===== src/rtl/ir_pkg.sv =====
// NEC IR shared definitions: state encoding, segment lengths and carrier timing.
// Shared with the decoder so both sides agree on cycle counts at 50 MHz.
package ir_pkg;

  typedef enum logic [2:0] {
    IDLE,
    LEAD_BURST,
    LEAD_SPACE,
    RPT_SPACE,
    BIT_BURST,
    BIT_SPACE,
    STOP_BURST,
    GAP
  } ir_state_e;

  localparam int unsigned LEAD_BURST_CYC  = 450000;
  localparam int unsigned LEAD_SPACE_CYC  = 225000;
  localparam int unsigned RPT_SPACE_CYC   = 112500;
  localparam int unsigned BIT_BURST_CYC   = 28000;
  localparam int unsigned SPACE0_CYC      = 28000;
  localparam int unsigned SPACE1_CYC      = 84000;
  localparam int unsigned STOP_BURST_CYC  = 28000;
  localparam int unsigned GAP_CYC         = 2000000;

  localparam int unsigned CARR_PERIOD_CYC = 1316;
  localparam int unsigned CARR_HIGH_CYC   = 658;
  localparam int unsigned CARR_W          = 11;

  localparam int unsigned TMR_W = 21;
  typedef logic [TMR_W-1:0] tmr_t;

  // Timer counts down to zero, so a segment of len cycles loads len-1.
  function automatic tmr_t seg_load(input int unsigned len);
    return tmr_t'(len - 1);
  endfunction

endpackage


===== src/rtl/ir_carrier_gen.sv =====
// 38 kHz carrier: free-running divider, forced to count 0 by restart.
// Output is combinational from the counter and gated by enable.
module ir_carrier_gen
  import ir_pkg::*;
#(
  parameter int unsigned PERIOD = CARR_PERIOD_CYC,
  parameter int unsigned HIGH   = CARR_HIGH_CYC
) (
  input  logic clk,
  input  logic reset,
  input  logic restart,
  input  logic enable,
  output logic carrier
);

  logic [CARR_W-1:0] cnt_q, cnt_d;

  always_comb begin
    cnt_d = cnt_q;
    if (restart) begin
      cnt_d = '0;
    end else if (enable) begin
      cnt_d = (cnt_q == CARR_W'(PERIOD - 1)) ? '0 : cnt_q + CARR_W'(1);
    end
  end

  always_ff @(posedge clk or posedge reset) begin
    if (reset) begin
      cnt_q <= '0;
    end else begin
      cnt_q <= cnt_d;
    end
  end

  assign carrier = enable && (cnt_q < CARR_W'(HIGH));

endmodule


===== src/rtl/ir_encode.sv =====
// NEC IR transmitter: frames {data,addr} LSB first (or a repeat code) into an
// active-low envelope plus carrier-modulated LED drive; start is ignored while busy.
module ir_encode
  import ir_pkg::*;
#(
  parameter int unsigned LEAD_BURST_LEN = LEAD_BURST_CYC,
  parameter int unsigned LEAD_SPACE_LEN = LEAD_SPACE_CYC,
  parameter int unsigned RPT_SPACE_LEN  = RPT_SPACE_CYC,
  parameter int unsigned BIT_BURST_LEN  = BIT_BURST_CYC,
  parameter int unsigned SPACE0_LEN     = SPACE0_CYC,
  parameter int unsigned SPACE1_LEN     = SPACE1_CYC,
  parameter int unsigned STOP_BURST_LEN = STOP_BURST_CYC,
  parameter int unsigned GAP_LEN        = GAP_CYC,
  parameter int unsigned CARR_PERIOD    = CARR_PERIOD_CYC,
  parameter int unsigned CARR_HIGH      = CARR_HIGH_CYC
) (
  input  logic        clk,
  input  logic        reset,
  input  logic        start,
  input  logic        rpt,
  input  logic [15:0] addr,
  input  logic [15:0] data,
  output logic        busy,
  output logic        done,
  output logic        ir_env,
  output logic        ir_led
);

  ir_state_e   state_q;
  tmr_t        tmr_q;
  logic [4:0]  idx_q;
  logic [31:0] frame_q;
  logic        rpt_q;
  logic        busy_q;
  logic        done_q;
  logic        env_q;

  logic tmr_end;
  logic enter_burst;
  logic burst;
  logic carrier;

  assign tmr_end = (tmr_q == '0);
  assign burst   = ~env_q;

  // Every space ends in a burst, so restart fires on any space expiry or on accept.
  always_comb begin
    enter_burst = 1'b0;
    case (state_q)
      IDLE:                             enter_burst = start;
      LEAD_SPACE, RPT_SPACE, BIT_SPACE: enter_burst = tmr_end;
      default:                          enter_burst = 1'b0;
    endcase
  end

  always_ff @(posedge clk or posedge reset) begin
    if (reset) begin
      state_q <= IDLE;
      tmr_q   <= '0;
      idx_q   <= '0;
      frame_q <= '0;
      rpt_q   <= 1'b0;
      busy_q  <= 1'b0;
      done_q  <= 1'b0;
      env_q   <= 1'b1;
    end else begin
      done_q <= 1'b0;
      if (state_q != IDLE) begin
        tmr_q <= tmr_q - tmr_t'(1);
      end
      case (state_q)
        IDLE: begin
          if (start) begin
            frame_q <= {data, addr};
            rpt_q   <= rpt;
            idx_q   <= '0;
            tmr_q   <= seg_load(LEAD_BURST_LEN);
            busy_q  <= 1'b1;
            env_q   <= 1'b0;
            state_q <= LEAD_BURST;
          end
        end
        LEAD_BURST: begin
          if (tmr_end) begin
            env_q <= 1'b1;
            if (rpt_q) begin
              tmr_q   <= seg_load(RPT_SPACE_LEN);
              state_q <= RPT_SPACE;
            end else begin
              tmr_q   <= seg_load(LEAD_SPACE_LEN);
              state_q <= LEAD_SPACE;
            end
          end
        end
        LEAD_SPACE: begin
          if (tmr_end) begin
            idx_q   <= '0;
            env_q   <= 1'b0;
            tmr_q   <= seg_load(BIT_BURST_LEN);
            state_q <= BIT_BURST;
          end
        end
        RPT_SPACE: begin
          if (tmr_end) begin
            env_q   <= 1'b0;
            tmr_q   <= seg_load(STOP_BURST_LEN);
            state_q <= STOP_BURST;
          end
        end
        BIT_BURST: begin
          if (tmr_end) begin
            env_q   <= 1'b1;
            tmr_q   <= frame_q[idx_q] ? seg_load(SPACE1_LEN) : seg_load(SPACE0_LEN);
            state_q <= BIT_SPACE;
          end
        end
        BIT_SPACE: begin
          if (tmr_end) begin
            env_q <= 1'b0;
            if (idx_q == 5'd31) begin
              tmr_q   <= seg_load(STOP_BURST_LEN);
              state_q <= STOP_BURST;
            end else begin
              idx_q   <= idx_q + 5'd1;
              tmr_q   <= seg_load(BIT_BURST_LEN);
              state_q <= BIT_BURST;
            end
          end
        end
        STOP_BURST: begin
          if (tmr_end) begin
            env_q   <= 1'b1;
            tmr_q   <= seg_load(GAP_LEN);
            state_q <= GAP;
          end
        end
        GAP: begin
          if (tmr_end) begin
            tmr_q   <= '0;
            busy_q  <= 1'b0;
            done_q  <= 1'b1;
            state_q <= IDLE;
          end
        end
        default: begin
          state_q <= IDLE;
        end
      endcase
    end
  end

  ir_carrier_gen #(
    .PERIOD (CARR_PERIOD),
    .HIGH   (CARR_HIGH)
  ) u_carrier (
    .clk     (clk),
    .reset   (reset),
    .restart (enter_burst),
    .enable  (burst),
    .carrier (carrier)
  );

  assign busy   = busy_q;
  assign done   = done_q;
  assign ir_env = env_q;
  assign ir_led = carrier & burst;

endmodule

===== config.mk =====
export PLATFORM = sky130hd
export DESIGN_NAME = ir_encode
export DESIGN_NICKNAME = d
export VERILOG_FILES = /design/src/rtl/ir_pkg.sv /design/src/rtl/ir_carrier_gen.sv /design/src/rtl/ir_encode.sv
export SDC_FILE = /design/constraint.sdc
export NUM_CORES = 1
export LEC_CHECK = 0
export BUFFER_PORTS_ARGS = -buffer_cell sky130_fd_sc_hd__buf_2
export CAP_MARGIN = 25
export CORE_MARGIN = 2
export CORE_UTILIZATION = 25
export DETAILED_ROUTE_END_ITERATION = 8
export GPL_TIMING_DRIVEN = 0
export SKIP_LAST_GASP = 1
export SLEW_MARGIN = 30
export SYNTH_ARGS = -nofsm -noshare
export SYNTH_HDL_FRONTEND = slang
export SYNTH_SLANG_ARGS = --single-unit

===== constraint.sdc =====
create_clock -name clk -period 3.4 [get_ports clk]
set_input_delay 0.68 -clock clk [delete_from_list [all_inputs] [get_ports clk]]
set_output_delay 0.68 -clock clk [all_outputs]
set_load 0.05 [all_outputs]

* Word level (Yosys, flattened, before mapping)
Cells that the tools add are included.
Storage, ports and cells: register bits after elaboration 76, bits of input ports 36, output and inout bits 4, word-level logic and storage cells 91
Operators by class: $add $sub $neg 3, magnitude comparators 2, eq/ne operators 21, multiplexer cells 40, bitwise gates (word level) 2, reduce and logical (&&, ||, !) cells 14
Operators with widths (number):
- two-way mux 21 bit | 7
- case mux 21 bit (6 select lines) | 1
- two-way mux 11 bit | 3
- two-way mux 3 bit | 8
- case mux 3 bit (8 select lines) | 1
- logical NOT 21 bit | 1
- subtractor 21 x 1 -> 21 bit, second input constant | 1
- two-way mux 5 bit | 4
- two-way mux 18 bit | 1
- inequality test 2 bit, second input constant | 9
- two-way mux 17 bit | 1
- case mux 5 bit (3 select lines) | 1
- == test 3 bit, second input constant | 4
- adder 11 x 1 -> 11 bit, second input constant | 1
- == test 11 bit, second input constant | 1
- < comparator 11 x 10 -> 1 bit, second input constant | 1
- nonzero test 3 bit | 3
- two-way mux 1 bit | 8
- AND reduction 8 bit | 1
- == test 3 x 2 -> 1 bit, second input constant | 2
- < comparator 5 x 6 -> 1 bit, second input constant | 1
- inequality test 2 x 1 -> 1 bit, second input constant | 3
- OR reduction 3 bit | 2
- adder 5 x 1 -> 5 bit, second input constant | 1
- 15 further kinds | 16

* Depth between registers and ports, before layout
Gate-level depths: netlist of run 1.
word-level depth 5, depth in mapped cells 8, depth with buffers taken out 8

* Hierarchy
From an unflattened synthesis of run 1, not the netlist that was laid out.
Second synthesis, totals: cell total of the unflattened synthesis 425, area, all modules 4225.3 sq um
Modules (own cells, without submodules):
- ir_encode | times used 1, cells each 363, area each 3607.2 sq um, seq. area each 1627.8 sq um
- ir_carrier_gen | times used 1, cells each 62, area each 618.1 sq um, seq. area each 275.3 sq um

* Least setup slack after synthesis of run 1
Ideal clock, no wire load.
path type register to output, start point reg u_carrier.cnt_q[3], end point out ir_led, data arrival time 1.921 ns, data required time 2.720 ns, path slack 0.799 ns, cell stages (with the launch flop) 6, buffers on the path 0, path through dfrtp_1 o31ai_1 nand2_1 a21oi_1 nor2_1 nor3_1
Between the ends: cells in the longest elaborated chain, start to end 3
RTL lines:
- start, declared | RTL line ir_carrier_gen.sv:16 | logic [CARR_W-1:0] cnt_q, cnt_d;
- start signal, assigned | RTL line ir_carrier_gen.sv:31 | cnt_q <= cnt_d;
- < comparator 11 x 10 -> 1 bit | RTL line ir_carrier_gen.sv:35 | assign carrier = enable && (cnt_q < CARR_W'(HIGH));
- logical AND 1 bit | RTL line ir_carrier_gen.sv:35
- bitwise AND 1 bit | RTL line ir_encode.sv:166 | assign ir_led = carrier & burst;
- end, declared | RTL line ir_encode.sv:26 | output logic ir_led
Every way passes these cells.

* Worst setup path after layout of run 1
start point reg tmr_q[16], end point reg idx_q[2]
Between the ends: cells in the longest elaborated chain, start to end 3, elaborated cells between the ends (all ways) 4
RTL lines:
- start, declared | RTL line ir_encode.sv:30 | tmr_t tmr_q;
- start signal, assigned | RTL line ir_encode.sv:69 | tmr_q <= tmr_q - tmr_t'(1);
- start signal, assigned | RTL line ir_encode.sv:77 | tmr_q <= seg_load(LEAD_BURST_LEN);
- start signal, assigned | RTL line ir_encode.sv:87 | tmr_q <= seg_load(RPT_SPACE_LEN);
- logical NOT 21 bit * | RTL line ir_encode.sv:43 | assign tmr_end = (tmr_q == '0);
- inequality test 2 bit (no line)
- AND reduction 5 bit (no line) *
- end signal, assigned | RTL line ir_encode.sv:124 | idx_q <= idx_q + 5'd1;
- end, declared | RTL line ir_encode.sv:31 | logic [4:0] idx_q;
Every way passes the cells marked *; elsewhere a longest branch is shown, timed or not. A chain may end at the register's enable or synchronous reset.

==> results of run 1 <==
## sequential cells by signal, summed over array words and instances, names as in the netlist
register / flops
idx_q: 5
busy: 1
tmr_q: 21
done: 1
u_carrier.cnt_q: 11
frame_q: 32
state_q: 3
rpt_q: 1
ir_env: 1
## kinds of logic after synthesis
| logic type | synth area share, % |
|---|---|
| AO/OA/AOI/OAI | 18.48 |
| XOR/XNOR | 1.391 |
| adder cells (fa/ha/maj) | 1.419 |
| buffers and inverters | 3.747 |
| flip-flops | 43.17 |
| multiplexers | 3.860 |
| AND/OR/NAND/NOR | 27.93 |
## per-layer routing
metal	track usage, %	wire length (um)	up-vias	share of wire (%)
li1	-	-	2015	-
met1	18.43	5692	1882	48
met2	21.00	5287	126	45
met3	4.037	692	12	5.9
met4	3.379	137	0	1.2
met5	0	0	-	0
## cell type report
cell class	count	area, um2	area share (%)
inverters	13	51.30	0.9896
repair buffers	40	215.2	4.152
multi-input cells	415	2340	45.14
plain buffers	28	116.4	2.245
clock buffers	9	225.2	4.345
clock inverters	7	51.30	0.9896
flip-flops and latches	76	1903	36.71
well taps	225	281.5	5.431
## report_power, final
group          internal [mW]  switching (mW)
clock network          0.498           0.411
logic                  0.185           0.224
registers               1.05           0.135
total                   1.73           0.770
## worst paths after layout
path | from | end | slack [ns]
max | tmr_q[16] | idx_q[2] | 0.52
min | reset | frame_q[24] | 0.36
max reg2reg | tmr_q[16] | idx_q[2] | 0.52
min reg2reg | frame_q[29] | frame_q[29] | 0.47
max in group asynchronous | reset | tmr_q[4] | 2.46
min in group clk | frame_q[29] | frame_q[29] | 0.47
## cells in the final DEF (no fill, tap or decap), drive strengths merged, types with 6 or more instances in the layout
master / n
nand2: 133
dfrtp: 75
buf: 47
nor2: 35
a21oi: 34
o21ai: 34
clkbuf: 30
nor3: 19
mux2i: 17
nand3: 15
inv: 15
or3: 9
a31oi: 8
a211oi: 8
nor4: 8
and3: 7
o22ai: 7
or4: 7
a22o: 6
## metrics by stage
stage               setup TNS, ns  hold WS [ns]  utilization, %  std cells
detailed placement              0        0.4622           28.37        797
global placement           -18.45        0.4582           28.24        796
floorplan                       0        0.4450               -        532
finish                          0        0.3620           29.97        813
global route                    0        0.4098           29.97        813
CTS                             0        0.3821           29.97        813
## worst reg2reg max path: cells and delay by family, from the launching register on
family / cells / cell delay (ns)
AOI/OAI and AO/OA: 2 / 0.53
DFF: 1 / 0.43
and+or+nand+nor: 4 / 1.82
==> key figures, run 1 <==
Power and ir drop
  • Total power: 2.499 mW
  • Power per cell area: 482.1 nW/um2
  • Leakage: 2.223 nW
  • Largest vdd supply drop: 0.2589 mV

Setup path
  • Slowest stage delay, CP: 0.59 ns
  • Crit Path Category: flop to flop
  • Worst EP arrival: 3.14 ns
  • CP max-delay cell: nor3_1
  • Worst Path Buf+Inv: 0
  • Crit Path Max Fanout: 8
  • Reg2Reg Depth: 6
  • Worst Setup Start Kind: flop
  • CP top delay family: simple AND/OR/NAND/NOR gates
  • Worst path cell trace: nor4_1 > nand4b_1 > nor3_1 > a21oi_1 > nand2b_1 > o21ai_0
  • Crit path depth: 6
  • CP endpoint kind: flop
  • CP Data Required Time: 3.65 ns

Die
  • Full die area: 18710 um2
  • Die Y: 136.8 um
  • Width of the die: 136.8 um
  • Starting Density: 25.48%
  • IO Pins: 40
  • CORE AREA: 17300 um2
  • Placement Rows: 48

Global route
  • Largest net degree at the start of global routing: 40
  • Via count of the first global-routing pass: 3941
  • Initial antenna violation count: 0
  • First-pass GRT wire length: 19.82 mm
  • Overall Global Routing Usage: 13.52%
  • Gr ovfl total: 0

Route
  • Detailed-route vias per instance: 4.963
  • DRT antenna net count: 0
  • WL per Instance: 14.53 um
  • Total number of vias: 4035
  • Pre-Repair DR Iteration Count: 5
  • WL final: 11.81 mm
  • Iter 0 DRT Violations: 277
  • Number of remaining DRC errors: 0

Clocking
  • Clock sink count: 76
  • Total CTS buffers: 9
  • Clk pin slew, worst setup/hold paths: 0.06 ns
  • CTS tree: yes
  • Latest clock arrival within the worst-skew pair: 0.35 ns
  • H-Tree Depth: 3
  • CTS Buffer Depth: 2
  • Post-CTS setup buffers: 0
  • Hold buffers post-CTS: 0
  • Post-CTS Resized: 0
  • Root Driver: clkbuf_16

STA
  • Max Freq: 0.3468 GHz
  • Endpoints failing hold: 0
  • Final Critical Period: 2.883 ns
  • Final worst setup slack: 0.5168 ns
  • Worst-Margin Slew: 1.008 ns
  • Final setup fails: 0
  • Clk_skew: 0.006578 ns
  • Unrepaired setup endpoints after global routing: false
  • Final Max Slew Viols: 0
  • Max transition margin: 32.79%
  • Period utilisation layout: 84.80%

Placement
  • GP Congestion: 0.8781
  • Port bufs: 39
  • Hpwl dp: 8.370 mm
  • Placed Area: 4907 um2
  • Setup WS pre-CTS: 0.5761 ns

Synthesis
  • Syn Nets: 573
  • Synth Flop Type: dfrtp_1
  • Post-synth top area share: 42.58%
  • Async SR Flop Fraction: 100.0%
  • Top cells by count, synth: 133 x nand2_1, 75 x dfrtp_1, 34 x a21oi_1, 34 x nor2_1, 29 x o21ai_0
  • Synth Warn #: 0
  • Mapped cell area: 4408 um2
  • Syn_area_per_cell: 8.286 um2
  • Synth Instances: 532
  • Synth area leaders: dfrtp_1 43%, nand2_1 11%, a21oi_1 3.9%
  • Top cell type by total area after synthesis: dfrtp_1
  • Cell variety after synth: 63
  • Top-count cell post-synth: nand2_1
  • Post-synth EDFFs: 0
  • Seq/Total Area, Yosys: 43.17%
  • Yosys reg bits: 76

Final layout
  • Post-synthesis to final-layout area growth: 17.60%
  • Final net count: 624
  • Antenna Cells: 0
  • Fill cells: 1885
  • Share of cells above drive strength 1: 12.41%
  • Post-route design area: 5184 um2

Outcome
  • Outcome: complete, no violations

Hold path
  • Worst Hold Class: primary input to asynchronous set/reset pin

Job
  • Max Cap Viol: 0
No activity file was read; power rests on OpenSTA's default activity.
==> run 2, diff against run 1 <==
==> constraint.sdc (replaced) <==
create_clock -name clk -period 2.76 [get_ports clk]
set_input_delay 0.552 -clock clk [delete_from_list [all_inputs] [get_ports clk]]
set_output_delay 0.552 -clock clk [all_outputs]
set_load 0.05 [all_outputs]
==> run 2 against run 1 <==
Net effect: via count rose by 1.2%; largest power group unchanged; first-iteration DRC count rose by 2.9%; largest cell class unchanged; sequential share of layout area fell by 0.46 points; routed wire length rose by 0.63%; clock skew barely moved; total power rose by 23%; clock-buffer cell count did not move.
==> key figures, run 2 (synthesis results as in run 1) <==
Final layout
  • Post-synthesis to final-layout area growth: 19.16% (was 17.60%)
  • Top Registers: frame_q: 32 flops, tmr_q: 21 flops, u_carrier.cnt_q: 11 flops (unchanged)
  • Max FFs per register: 32 (unchanged)
  • Post-route design area: 5253 um2 (was 5184 um2)
  • Most frequent cells in the layout: 133 x nand2_1, 74 x dfrtp_1, 42 x buf_2 (was 133 x nand2_1, 75 x dfrtp_1, 42 x buf_2)
  • Final net count: 627 (was 624)
  • Most common cell after layout, fill and taps aside: nand2_1 (unchanged)
  • Antenna Cells: 0 (unchanged)
  • Most flop-heavy register: frame_q (unchanged)
  • Share of cells above drive strength 1: 14.21% (was 12.41%)

Setup path
  • Reg2Reg Depth: 6 (unchanged)
  • CP endpoint kind: flop (unchanged)
  • Crit Path Category: flop to flop (unchanged)
  • CP Data Required Time: 2.99 ns (was 3.65 ns)
  • Slowest stage delay, CP: 0.61 ns (was 0.59 ns)
  • CP max-delay cell: or4_4 (was nor3_1)
  • Worst path cell trace: or4_4 > or4_4 > nor3_4 > nor2_1 > a21o_1 > a22o_1 (was nor4_1 > nand4b_1 > nor3_1 > a21oi_1 > nand2b_1 > o21ai_0)
  • Worst Setup Start Kind: flop (unchanged)
  • Worst EP arrival: 2.91 ns (was 3.14 ns)
  • Crit Path Max Fanout: 8 (unchanged)
  • Most frequent CP cell: or4_4

Route
  • Pre-Repair DR Iteration Count: 5 (unchanged)
  • DRT antenna net count: 0 (unchanged)
  • Total number of vias: 4083 (was 4035)
  • Detailed-route vias per instance: 5.004 (was 4.963)
  • Number of remaining DRC errors: 0 (unchanged)
  • WL final: 11.88 mm (was 11.81 mm)
  • Iter 0 DRT Violations: 285 (was 277)
  • WL per Instance: 14.56 um (was 14.53 um)

Hold path
  • Worst Hold Class: primary input to asynchronous set/reset pin (unchanged)

STA
  • Worst-Margin Slew: 0.9846 ns (was 1.008 ns)
  • Final setup fails: 0 (unchanged)
  • Final Max Slew Viols: 0 (unchanged)
  • Clk_skew: 0.006713 ns (was 0.006578 ns)
  • Period utilisation layout: 96.94% (was 84.80%)
  • Final worst setup slack: 0.08452 ns (was 0.5168 ns)
  • Max Freq: 0.3738 GHz (was 0.3468 GHz)
  • Final Critical Period: 2.675 ns (was 2.883 ns)
  • Endpoints failing hold: 0 (unchanged)
  • Max transition margin: 34.36% (was 32.79%)

Global route
  • Via count of the first global-routing pass: 3946 (was 3941)
  • Overall Global Routing Usage: 13.54% (was 13.52%)
  • Gr ovfl total: 0 (unchanged)
  • Initial antenna violation count: 0 (unchanged)
  • First-pass GRT wire length: 19.87 mm (was 19.82 mm)
  • Largest net degree at the start of global routing: 40 (unchanged)

Die
  • Die Y: 136.8 um (unchanged)
  • IO Pins: 40 (unchanged)
  • Placement Rows: 48 (unchanged)
  • CORE AREA: 17300 um2 (unchanged)
  • Full die area: 18710 um2 (unchanged)
  • Starting Density: 25.48% (unchanged)
  • Width of the die: 136.8 um (unchanged)

Placement
  • Port bufs: 39 (unchanged)
  • Placed Area: 4907 um2 (unchanged)
  • Hpwl dp: 8.370 mm (unchanged)
  • Setup WS pre-CTS: -0.06388 ns (was 0.5761 ns)
  • GP Congestion: 0.8781 (unchanged)

Clocking
  • Latest clock arrival within the worst-skew pair: 0.35 ns (about the same)
  • Hold buffers post-CTS: 0 (unchanged)
  • Clk pin slew, worst setup/hold paths: 0.06 ns (about the same)
  • Clock sink count: 76 (unchanged)
  • Root Driver: clkbuf_16 (unchanged)
  • CTS Buffer Depth: 2 (unchanged)
  • H-Tree Depth: 3 (unchanged)
  • CTS tree: yes (unchanged)
  • Total CTS buffers: 9 (unchanged)

Power and ir drop
  • Largest vdd supply drop: 0.3192 mV (was 0.2589 mV)
  • Leakage: 2.252 nW (was 2.223 nW)
  • Power per cell area: 587.1 nW/um2 (was 482.1 nW/um2)

Outcome
  • Outcome: complete, no violations (unchanged)

Job
  • Max Cap Viol: 0 (unchanged)
[run 2: cell types whose count changed in the layout (fill, tap and decap cells not counted), moves of 2 or more]
cell	previous run	this run
buf_4	0	5
nor3_1	18	15
clkbuf_1	21	19
nor3_2	0	2
[run 2: final timing paths]
kind	startpoint	endpoint	slack [ns]
hold / removal	reset	frame_q[24]	0.24
setup / recovery	tmr_q[8]	u_carrier.cnt_q[3]	0.08
setup reg to reg	tmr_q[8]	u_carrier.cnt_q[3]	0.08
min in group clk	addr[1]	frame_q[1]	0.39
max in group asynchronous	reset	tmr_q[4]	1.95
hold reg to reg	frame_q[10]	frame_q[10]	0.47
[run 2: cell type report]
cell class / count / area, um2
tap: 225 / 281.5
clock inverter: 7 / 51.30
fill: 1877 / 12040
inverter: 13 / 51.30
multi-input combinational: 415 / 2377
timing repair buffer: 45 / 252.7
clock buffer: 9 / 225.2
sequential: 76 / 1904
buffer: 26 / 108.9
[run 2: stage by stage]
step                      hold slack [ns]  power (mW)   TNS (ns)  util, %  cells
after floorplan                    0.4450       1.821          0        -    532
after global placement             0.4582       1.959     -56.94    28.24    796
after detailed placement           0.4622       1.973   -0.06388    28.37    797
after CTS                          0.2541       3.104          0    30.03    813
after global routing               0.2817       3.263  -0.001561    30.37    816
final                              0.2361       3.084          0    30.37    816
[run 2: report_power, final]
part	internal (mW)	switching (mW)	leakage, nW	total (mW)
logic	0.226	0.251	1.19	0.477
registers	1.29	0.197	0.934	1.49
clock network	0.613	0.507	0.132	1.12
total	2.13	0.955	2.25	3.08
[run 2: repair_timing]
action / CTS / global route
buffers inserted: 0 / 5
setup endpoints to repair: 2 / 23
pin swaps: 0 / 3
gates resized for setup: 2 / 6
[run 2: worst max-delay path: cells and delay by family (launching register included)]
kind	cells	cell delay (ns)
AND/OR/NAND/NOR	4	1.69
flip-flops	1	0.46
AO/OA/AOI/OAI	2	0.41
[run 2: metal layers]
layer | share of wire, % | GRT usage, % | vias up | wire length (um)
met3 | 6.8 | 4.037 | 21 | 804
li1 | - | - | 2012 | -
met1 | 47 | 18.48 | 1903 | 5638
met4 | 1.7 | 3.379 | 0 | 206
met5 | 0 | 0 | - | 0
met2 | 44 | 21.00 | 147 | 5235
